===== config.mk =====
export PLATFORM = sky130hd
export DESIGN_NAME = mileage_bcd_recorder
export DESIGN_NICKNAME = d
export VERILOG_FILES = /design/src/rtl/mileage_bcd_recorder.sv
export SDC_FILE = /design/constraint.sdc
export NUM_CORES = 1
export LEC_CHECK = 0
export BUFFER_PORTS_ARGS = -buffer_cell sky130_fd_sc_hd__buf_2
export CORE_MARGIN = 2
export CORE_UTILIZATION = 45
export CTS_CLUSTER_DIAMETER = 60
export DETAILED_ROUTE_END_ITERATION = 16
export SETUP_SLACK_MARGIN = 0.1
export SYNTH_ARGS = -nofsm -noshare
export SYNTH_HDL_FRONTEND = slang
export SYNTH_SLANG_ARGS = --single-unit

===== constraint.sdc =====
create_clock -name clk -period 4.65 [get_ports clk]
set_input_delay 0 -clock clk [delete_from_list [all_inputs] [get_ports clk]]
set_output_delay 0 -clock clk [all_outputs]
set_load 0.05 [all_outputs]

===== src/rtl/mileage_bcd_recorder.sv =====
// Distance recorder: divides motion time into distance units, saturates at MAX_COUNT,
// and converts the record to packed BCD with a sequential double-dabble engine.
module mileage_bcd_recorder #(
    parameter int TICK_DIV  = 100_000_000,
    parameter int BIN_W     = 24,
    parameter int DIGITS    = 7,
    parameter int MAX_COUNT = 9_999_999
) (
    input  logic                clk,
    input  logic                rst,
    input  logic                power_on,
    input  logic                move_en,
    input  logic                clear_record,
    output logic [BIN_W-1:0]    record_bin,
    output logic [4*DIGITS-1:0] bcd_digits,
    output logic                digits_valid,
    output logic                busy,
    output logic [1:0]          fsm_state
);

    localparam int DIV_W = (TICK_DIV > 1) ? $clog2(TICK_DIV) : 1;
    localparam int BCD_W = 4 * DIGITS;
    localparam int CNT_W = $clog2(BIN_W + 1);

    localparam logic [DIV_W-1:0] DIV_LAST  = DIV_W'(TICK_DIV - 1);
    localparam logic [BIN_W-1:0] REC_MAX   = BIN_W'(MAX_COUNT);
    localparam logic [CNT_W-1:0] SHIFT_LAST = CNT_W'(BIN_W - 1);

    typedef enum logic [1:0] {
        S_IDLE  = 2'd0,
        S_LOAD  = 2'd1,
        S_SHIFT = 2'd2,
        S_DONE  = 2'd3
    } state_t;

    state_t             state_q, state_d;
    logic [DIV_W-1:0]   div_q, div_d;
    logic [BIN_W-1:0]   rec_q, rec_d;
    logic               dirty_q, dirty_d;
    logic [BIN_W-1:0]   shift_q, shift_d;
    logic [BCD_W-1:0]   scratch_q, scratch_d;
    logic [BCD_W-1:0]   bcd_q, bcd_d;
    logic [CNT_W-1:0]   cnt_q, cnt_d;
    logic               tick;
    logic               set_dirty;
    logic [BCD_W-1:0]   adj;

    // Divider and accumulator; clear wins over a coincident tick.
    always_comb begin
        div_d     = div_q;
        rec_d     = rec_q;
        tick      = 1'b0;
        set_dirty = 1'b0;
        if (clear_record) begin
            div_d     = '0;
            rec_d     = '0;
            set_dirty = 1'b1;
        end else if (power_on && move_en) begin
            if (div_q == DIV_LAST) begin
                div_d = '0;
                tick  = 1'b1;
            end else begin
                div_d = div_q + DIV_W'(1);
            end
            if (tick && (rec_q < REC_MAX)) begin
                rec_d     = rec_q + BIN_W'(1);
                set_dirty = 1'b1;
            end
        end
    end

    // A change landing in the snapshot cycle keeps dirty set, forcing a follow-up pass.
    always_comb begin
        dirty_d = dirty_q;
        if (set_dirty) begin
            dirty_d = 1'b1;
        end else if (state_q == S_LOAD) begin
            dirty_d = 1'b0;
        end
    end

    always_comb begin
        adj = scratch_q;
        for (int i = 0; i < DIGITS; i++) begin
            if (adj[4*i +: 4] >= 4'd5) begin
                adj[4*i +: 4] = adj[4*i +: 4] + 4'd3;
            end
        end
    end

    always_comb begin
        state_d   = state_q;
        shift_d   = shift_q;
        scratch_d = scratch_q;
        bcd_d     = bcd_q;
        cnt_d     = cnt_q;
        case (state_q)
            S_IDLE: begin
                if (dirty_q) begin
                    state_d = S_LOAD;
                end
            end
            S_LOAD: begin
                shift_d   = rec_q;
                scratch_d = '0;
                cnt_d     = '0;
                state_d   = S_SHIFT;
            end
            S_SHIFT: begin
                {scratch_d, shift_d} = {adj, shift_q} << 1;
                cnt_d = cnt_q + CNT_W'(1);
                if (cnt_q == SHIFT_LAST) begin
                    // Publish together with entering DONE so the pulse and the digits align.
                    bcd_d   = scratch_d;
                    state_d = S_DONE;
                end
            end
            S_DONE: begin
                state_d = dirty_q ? S_LOAD : S_IDLE;
            end
            default: state_d = S_IDLE;
        endcase
    end

    always_ff @(posedge clk or posedge rst) begin
        if (rst) begin
            state_q   <= S_IDLE;
            div_q     <= '0;
            rec_q     <= '0;
            dirty_q   <= 1'b0;
            shift_q   <= '0;
            scratch_q <= '0;
            bcd_q     <= '0;
            cnt_q     <= '0;
        end else begin
            state_q   <= state_d;
            div_q     <= div_d;
            rec_q     <= rec_d;
            dirty_q   <= dirty_d;
            shift_q   <= shift_d;
            scratch_q <= scratch_d;
            bcd_q     <= bcd_d;
            cnt_q     <= cnt_d;
        end
    end

    assign record_bin   = rec_q;
    assign bcd_digits   = bcd_q;
    assign digits_valid = (state_q == S_DONE);
    assign busy         = (state_q != S_IDLE);
    assign fsm_state    = state_q;

endmodule


### After elaboration in Yosys (flattened, before gate mapping)

Cells that the tools add are included.
Widths: inputs -> output; s select.

* output and inout bits: 56
* bits in latches: 0
* word-level logic and storage cells: 72
* memory bits (read-only): 0
* input port bits: 5
* memories kept: 0
* bits in writable memories: 0
* register bits after elaboration: 139

* equal/unequal tests: 7
* reductions and logical operators: 11
* multiply operators: 0
* divide/modulo/power cells: 0
* add/subtract/negate cells: 10
* muxes and demuxes: 28
* shift operators: 0
* magnitude comparators: 8
* bitwise operators: 0

Operators with widths (count)
* $mux 27: 3
* $mux 24: 3
* $pmux 28 s2: 1
* $pmux 24 s2: 1
* $ge 4x3->1 const B: 7
* $add 27x1->27 const B: 1
* $eq 27x27->1 const B: 1
* $add 24x1->24 const B: 1
* $add 4x2->4 const B: 6
* $lt 24x24->1 const B: 1
* $mux 4: 6
* $pmux 5 s2: 1
* $reduce_bool 2->1: 5
* $mux 1: 9
* $pmux 2 s4: 1
* $reduce_and 2->1: 3
* $add 5x1->5 const B: 1
* $eq 5x5->1 const B: 1
* $eq 2x2->1 const B: 2
* $mux 2: 2
* $ne 2x2->1 const B: 2
* $add 3x2->3 const B: 1
* $mux 3: 1
* $eq 2x1->1 const B: 1
* 2 further kinds: 3

### Logic depth before layout (Yosys ltp)

Gate-level depths: netlist of the first run.

* depth in word-level cells: 9
* gate-level depth with buffers: 9
* depth with buffers taken out: 7

### Worst setup path after synthesis of the first run

No wires, ideal clock.

* kind: reg2reg
* start: reg state_q[0], in the netlist fsm_state[0]
* end: reg shift_q[2]
* stages on the path, launching flop included: 8
* setup slack: 2.300 ns
* buffers on the path: 3
* setup time: 0.137 ns
* required time: 4.513 ns
* clock period less this slack: 2.350 ns
* arrival: 2.213 ns
* path through: dfrtp_1 > inv_1 > ha_1 > clkbuf_1 > buf_1 > buf_1 > mux2i_1 > a21oi_1

* word-level cells in the longest chain between the ends: 2
* elaborated cells between the ends (all ways): 4
* classes of those cells: eq/ne (2); mux (1); reduce/logical (1)

RTL lines
* from (decl): RTL line 36 `state_t state_q, state_d;`
* from (signal assigned): RTL line 136 `state_q <= state_d;`
* $eq 2x2->1 / $eq 2x1->1 (equally long branches): RTL line 97 `case (state_q)`
* $pmux 24 s2 / $reduce_bool 2->1 (equally long branches)
* to (signal assigned): RTL line 140 `shift_q <= shift_d;`
* to (decl): RTL line 40 `logic [BIN_W-1:0] shift_q, shift_d;`

Several ways; a longest one is shown, not always the timed one.
A chain may end at the register's enable or synchronous reset.

### Worst setup path after layout of the first run

* start: reg state_q[0], in the netlist fsm_state[0]
* end: reg bcd_q[0], in the netlist bcd_digits[0]

* word-level cells in the longest chain between the ends: 2

RTL lines
* $eq 2x2->1: RTL line 97
* $reduce_and 2->1 (no line)
* to (signal assigned): RTL line 133 `bcd_q <= '0;`
* to (signal assigned): RTL line 142 `bcd_q <= bcd_d;`
* to (decl): RTL line 42 `logic [BCD_W-1:0] bcd_q, bcd_d;`

Every way passes these cells.

==> run summary, run 1 <==
Clk sink count: 139
Cts hold-fix bufs: 5
Layout area overhead: 14.95%
Flop-to-flop setup slack: 1850 ps
Vias per cell: 5.576
DRC violations left: 0
Post-CTS Setup Repair Bufs: 0
Post-synth top flop: dfrtp_1
Area contributors post-synth: dfrtp_1 (49%), a21oi_1 (4.5%), o21ai_0 (3.9%)
Skew final: 6.449 ps
Clock Latency Late Sink: 420 ps
Register bit total from synthesis: 139
RSZ-0062 raised after global routing: no
Die area: 0.01696 sq mm
Hold Crit Class: in -> reg
Largest fanout on the critical path: 55
Dpl hpwl: 10.80 mm
CP max stage cell: or2_2
Layout cells sized above 1: 0.1583
GRT Total Usage: 0.2028
HP Start: clear_record
Post-CTS Resized: 0
Final antenna-violating net count: 0
Fmax: 0.3577 GHz
Seq. cell area: 0.003478 sq mm
Post-synth EDFFs: 0
Via count: 5,643
Commonest cells post-synth: dfrtp_1 (139), nand2_1 (68), a21oi_1 (65)
Ys Warns: 0
CP required: 4950 ps
Remaining Overflow, GRT: 0
Die height: 130.2 um
Hold Path Stages: 2
Lkg Pwr: 3.818 nW
Die Wd: 130.2 um
Core area: 0.01571 sq mm
Starting DRT DRC Count: 391
Worst-margin pin slew: 847.5 ps
Final hold violation count: 0
Area share of the largest cell type after synthesis: 0.4851
Global-route wire length before repair: 27.14 mm
Routed WL per cell: 15.88 um
Pre-CTS WS: 1807 ps
Reg2reg start: fsm_state[0]$_DFFE_PP0P_
PD cells: 405.6 mW/mm^2
Cell count after synthesis: 732
Endpoint class of the critical path: flip-flop
Crit-path cells: inv_1, ha_1, buf_4, clkinv_1, or2_2, mux2_2
Worst path arrival time: 3100 ps
Final Max Slew Viols: 0
Final Critical Period: 2796 ps
CTS tree: yes
Post-Route WL: 16.07 mm
Area occupied by multi-input gates: 0.003403 sq mm
Pre-antenna DRT Iters: 5
Crit Path Class: reg -> reg
Boundary Pins: 61
RD Place Congestion: 0.8841
Vias in the first global route: 5,433
H-Tree Depth: 4
Crit path max-delay family: buffers and inverters
Seq/Total Area, Yosys: 0.4851
Syn avg cell area: 9.796 sq um
Slowest Stage Delay on Critical Path: 720 ps
Initial Util: 0.4564
Nets: 811
Reg2Reg Depth: 6
N_diodes: 0
CTS clk-pin slew, worst paths: 60 ps
Relative slew slack: 0.4337
Post-synth cell types: 65
Syn nets: 759
Post-synthesis cell area: 0.007171 sq mm
Outcome: complete, no violations
Port Buffers: 60
Fill cells: 1,449
Clk root buf: clkbuf_16
VDD IR max: 0.2434 mV
Num CTS Buffers: 17
CTS max path bufs: 2
Yosys top cell by area: dfrtp_1
Type of origin of the critical path: flip-flop
Setup-failing EPs final: 0
Setup ws final: 1854 ps
Max cap viols: 0
Async SR Flop Fraction: 1.000
WP buf/inv: 3
Count leader, synth: dfrtp_1
Largest net degree at the start of global routing: 91
Initial antenna violation count: 0
Setup TNS: 0 ps
Site Rows: 46
Hold endpoint: record_bin[0]$_DFFE_PP0P_
Period utilization: 0.6012
Worst r2r dst: bcd_digits[0]$_DFFE_PP0P_
## worst register-to-register path, stage by stage, from the launching register on
cell and delay, ps:
dfrtp_1 420, inv_1 160, ha_1 170, buf_4 390, clkinv_1 420, or2_2 720
mux2_2 410
## registers in the layout, summed over array words and instances (netlist names)
signal and count:
bcd_digits 28, scratch_q 28, div_q 27, record_bin 24, shift_q 24, cnt_q 5
fsm_state 2, dirty_q 1
## where the power goes
part / switching (mW) / internal [mW]
Clock: 0.501 / 0.854
Sequential: 0.0584 / 1.32
Combinational: 0.460 / 0.150
Total: 1.02 / 2.32
## logic make-up (layout without fill, tap and decap cells)
kind of cell             Yosys count  after routing  synth area share
AND/OR/NAND/NOR                  249            249            0.1874
AO/OA/AOI/OAI                    189            189            0.1598
flip-flops                       139            139            0.4851
buffers and inverters             68            132           0.04066
multiplexers                      38             38           0.05566
XOR/XNOR                          27             27           0.03298
adder cells (fa/ha/maj)           22             22           0.03839
## layer usage
layer	wire length [um]	track usage
met4	266	0.07021
met1	7480	0.2724
met3	573	0.03977
met2	7746	0.3298
met5	0	0
## metrics by stage
| stage | cell area, sq um | hold slack, ps | std cells | util | power, mW |
|---|---|---|---|---|---|
| 2_1_floorplan | 7171 | 223.0 | 732 | - | 1.878 |
| 3_3_place_gp | 7604 | 227.1 | 976 | 0.4839 | 2.003 |
| 3_5_place_dp | 7604 | 236.7 | 976 | 0.4839 | 2.016 |
| 4_1_cts | 8243 | 93.13 | 1012 | 0.5246 | 3.380 |
| 5_1_grt | 8243 | 126.3 | 1012 | 0.5246 | 3.503 |
| 6_report | 8243 | 98.12 | 1012 | 0.5246 | 3.343 |
## placed cells by master (no fill, tap or decap), drive strengths merged, types with 9 or more instances in the layout
| master | netlist | layout |
|---|---|---|
| nor2 | 60 | 60 |
| or3 | 12 | 12 |
| nand4 | 12 | 12 |
| buf | 17 | 63 |
| dfrtp | 139 | 139 |
| xnor2 | 15 | 15 |
| clkbuf | 17 | 24 |
| ha | 22 | 22 |
| nand2 | 68 | 68 |
| nand3 | 23 | 23 |
| inv | 32 | 32 |
| xor2 | 12 | 12 |
| nor3b | 14 | 14 |
| nand2b | 9 | 9 |
| mux2i | 26 | 26 |
| o22ai | 21 | 21 |
| o21ai | 58 | 58 |
| a21oi | 65 | 65 |
| o31ai | 17 | 17 |
| mux2 | 12 | 12 |
## area by class of cell
type	count	share of cell area
clock inverters	7	0.01063
multi-input cells	525	0.4129
repair buffers	68	0.04523
inverters	33	0.01563
flip-flops and latches	139	0.4220
clock buffers	24	0.06087
well taps	216	0.03279
## worst max-delay path by stage
stage	from	to	slack (ps)	cells past startpoint
3_5_place_dp	fsm_state[0]$_DFFE_PP0P_	bcd_digits[0]$_DFFE_PP0P_	1810	6
6_report	fsm_state[0]$_DFFE_PP0P_	bcd_digits[0]$_DFFE_PP0P_	1850	6
2_1_floorplan	rst	bcd_digits[0]$_DFFE_PP0P_	930	1
5_1_grt	fsm_state[0]$_DFFE_PP0P_	bcd_digits[0]$_DFFE_PP0P_	1590	6
3_3_place_gp	fsm_state[0]$_DFFE_PP0P_	bcd_digits[0]$_DFFE_PP0P_	1960	6
4_1_cts	fsm_state[0]$_DFFE_PP0P_	bcd_digits[0]$_DFFE_PP0P_	1780	6
No activity file was read; power rests on OpenSTA's default activity.
==> run 2: changes to the inputs <==
clock period = 2.7 ns   (was 4.65 ns; I/O delays follow)
==> run summary, run 2 (synthesis gave the netlist of run 1 again) <==
Die area: 0.01696 sq mm (unchanged)
Lkg Pwr: 3.890 nW (was 3.818 nW)
Setup TNS: 0 ps (unchanged)
Fmax: 0.4018 GHz (was 0.3577 GHz)
PD cells: 708.9 mW/mm^2 (was 405.6 mW/mm^2)
Vias per cell: 5.503 (was 5.576)
Period utilization: 0.9217 (was 0.6012)
Finished Layout Cells: 1,023 (was 1,012)
Fin Hold WS: 358.3 ps (was 98.12 ps)
Pre-CTS WS: 249.4 ps (was 1807 ps)
CTS clk-pin slew, worst paths: 60 ps (about the same)
Initial antenna violation count: 0 (unchanged)
Reg2reg start: div_q[0]$_DFFE_PP0P_ (was fsm_state[0]$_DFFE_PP0P_)
Design area: 0.008376 sq mm (was 0.008243 sq mm)
Nets: 821 (was 811)
Layout cells sized above 1: 0.1710 (was 0.1583)
Global-route wire length before repair: 26.97 mm (was 27.14 mm)
VDD IR max: 0.4407 mV (was 0.2434 mV)
N_diodes: 0 (unchanged)
H-Tree Depth: 4 (unchanged)
Reg2Reg Depth: 7 (was 6)
Largest net degree at the start of global routing: 140 (was 91)
Via count: 5,630 (was 5,643)
Worst path arrival time: 2820 ps (was 3100 ps)
Flop-to-flop setup slack: 210 ps (was 1850 ps)
Endpoint class of the critical path: flip-flop (unchanged)
Hold Crit Class: in -> async (was in -> reg)
Crit Path Class: reg -> reg (unchanged)
Worst-margin pin slew: 885.4 ps (was 847.5 ps)
Vias in the first global route: 5,478 (was 5,433)
CP required: 3040 ps (was 4950 ps)
Core area: 0.01571 sq mm (unchanged)
Final antenna-violating net count: 0 (unchanged)
Die height: 130.2 um (unchanged)
Relative slew slack: 0.4097 (was 0.4337)
GRT Total Usage: 0.2023 (was 0.2028)
Type of origin of the critical path: flip-flop (unchanged)
Dpl hpwl: 10.71 mm (was 10.80 mm)
Pre-antenna DRT Iters: 5 (unchanged)
DRC violations left: 0 (unchanged)
Max cap viols: 0 (unchanged)
Initial Util: 0.4564 (unchanged)
Final Max Slew Viols: 0 (unchanged)
Final hold violation count: 0 (unchanged)
Placed insts: 987 (was 976)
Remaining Overflow, GRT: 0 (unchanged)
Post-Route WL: 16.02 mm (was 16.07 mm)
Layout area overhead: 16.80% (was 14.95%)
Setup ws final: 211.3 ps (was 1854 ps)
Outcome: complete, no violations (unchanged)
RD Place Congestion: 0.8681 (was 0.8841)
Port Buffers: 60 (unchanged)
Die Wd: 130.2 um (unchanged)
Commonest non-fill, non-tap cell in the layout: dfrtp_1 (unchanged)
RSZ-0062 raised after global routing: yes (was no)
Starting DRT DRC Count: 274 (was 391)
Routed WL per cell: 15.66 um (was 15.88 um)
Placed Area: 0.007697 sq mm (was 0.007604 sq mm)
Largest fanout on the critical path: 11 (was 55)
CTS max path bufs: 2 (unchanged)
Final Critical Period: 2489 ps (was 2796 ps)
Clock Latency Late Sink: 420 ps (about the same)
CTS tree: yes (unchanged)
Most frequent cells in the layout: dfrtp_1 (139), nand2_1 (68), a21oi_1 (65) (unchanged)
Clk sink count: 139 (unchanged)
CP startpoint: div_q[0]$_DFFE_PP0P_ (was fsm_state[0]$_DFFE_PP0P_)
Clk root buf: clkbuf_16 (unchanged)
Site Rows: 46 (unchanged)
Setup-failing EPs final: 0 (unchanged)
Skew final: 8.159 ps (was 6.449 ps)
Post-CTS Setup Repair Bufs: 0 (unchanged)
Boundary Pins: 61 (unchanged)
Num CTS Buffers: 17 (unchanged)
## run 2: changes by cell type in the layout (fill, tap and decap cells not counted), sizes merged
cell,previous run,this run
dlygate4sd3,5,4
buf,63,74
clkbuf,24,25
clkinv,5,4
bufinv,2,4
inv,32,31
## run 2: power breakdown
part,internal (mW),total [mW],leakage (nW),switching [mW]
Sequential,2.27,2.38,1.88,0.104
Clock,1.64,2.50,0.311,0.862
Combinational,0.262,1.06,1.69,0.796
## run 2: final timing paths
path	to
max	record_bin[14]$_DFFE_PP0P_
min	bcd_digits[0]$_DFFE_PP0P_
max reg2reg	record_bin[14]$_DFFE_PP0P_
min reg2reg	bcd_digits[3]$_DFFE_PP0P_
max in group asynchronous	div_q[5]$_DFFE_PP0P_
min in group clk	bcd_digits[3]$_DFFE_PP0P_
## run 2: worst max-delay path, cell delays in order (launching register included)
cell and delay, ps:
dfrtp_1 430, ha_1 250, and4bb_2 270, nand4_4 180
nor4_4 320, o211ai_2 260, or3_2 510, a21oi_1 190
## run 2: timing repair
action | in CTS | in global routing
hold buffers | 4 | 0
hold endpoints to repair | 150 | 0
endpoints found under the setup margin | 0 | 3
gates resized for setup | 0 | 2
## run 2: area by class of cell
class,instances,area [sq um]
Fill cell,1443,7337
Clock buffer,25,495.5
Inverter,33,127.6
Multi-Input combinational cell,525,3411
Sequential cell,139,3478
Tap cell,216,270.3
Clock inverter,7,135.1
Timing Repair Buffer,78,457.9
## run 2: routing by layer
layer,track usage,routed length [um],share of wire
met1,0.2600,7373,0.46
met2,0.3335,7714,0.48
met3,0.04387,616,0.038
met4,0.08159,312,0.019
met5,0,0,0
## run 2: stage by stage
step | total power, mW | utilization
4_1_cts | 6.003 | 0.5326
5_1_grt | 6.219 | 0.5330
6_report | 5.937 | 0.5330
3_5_place_dp | 3.483 | 0.4899
2_1_floorplan | 3.234 | -
3_3_place_gp | 3.456 | 0.4899
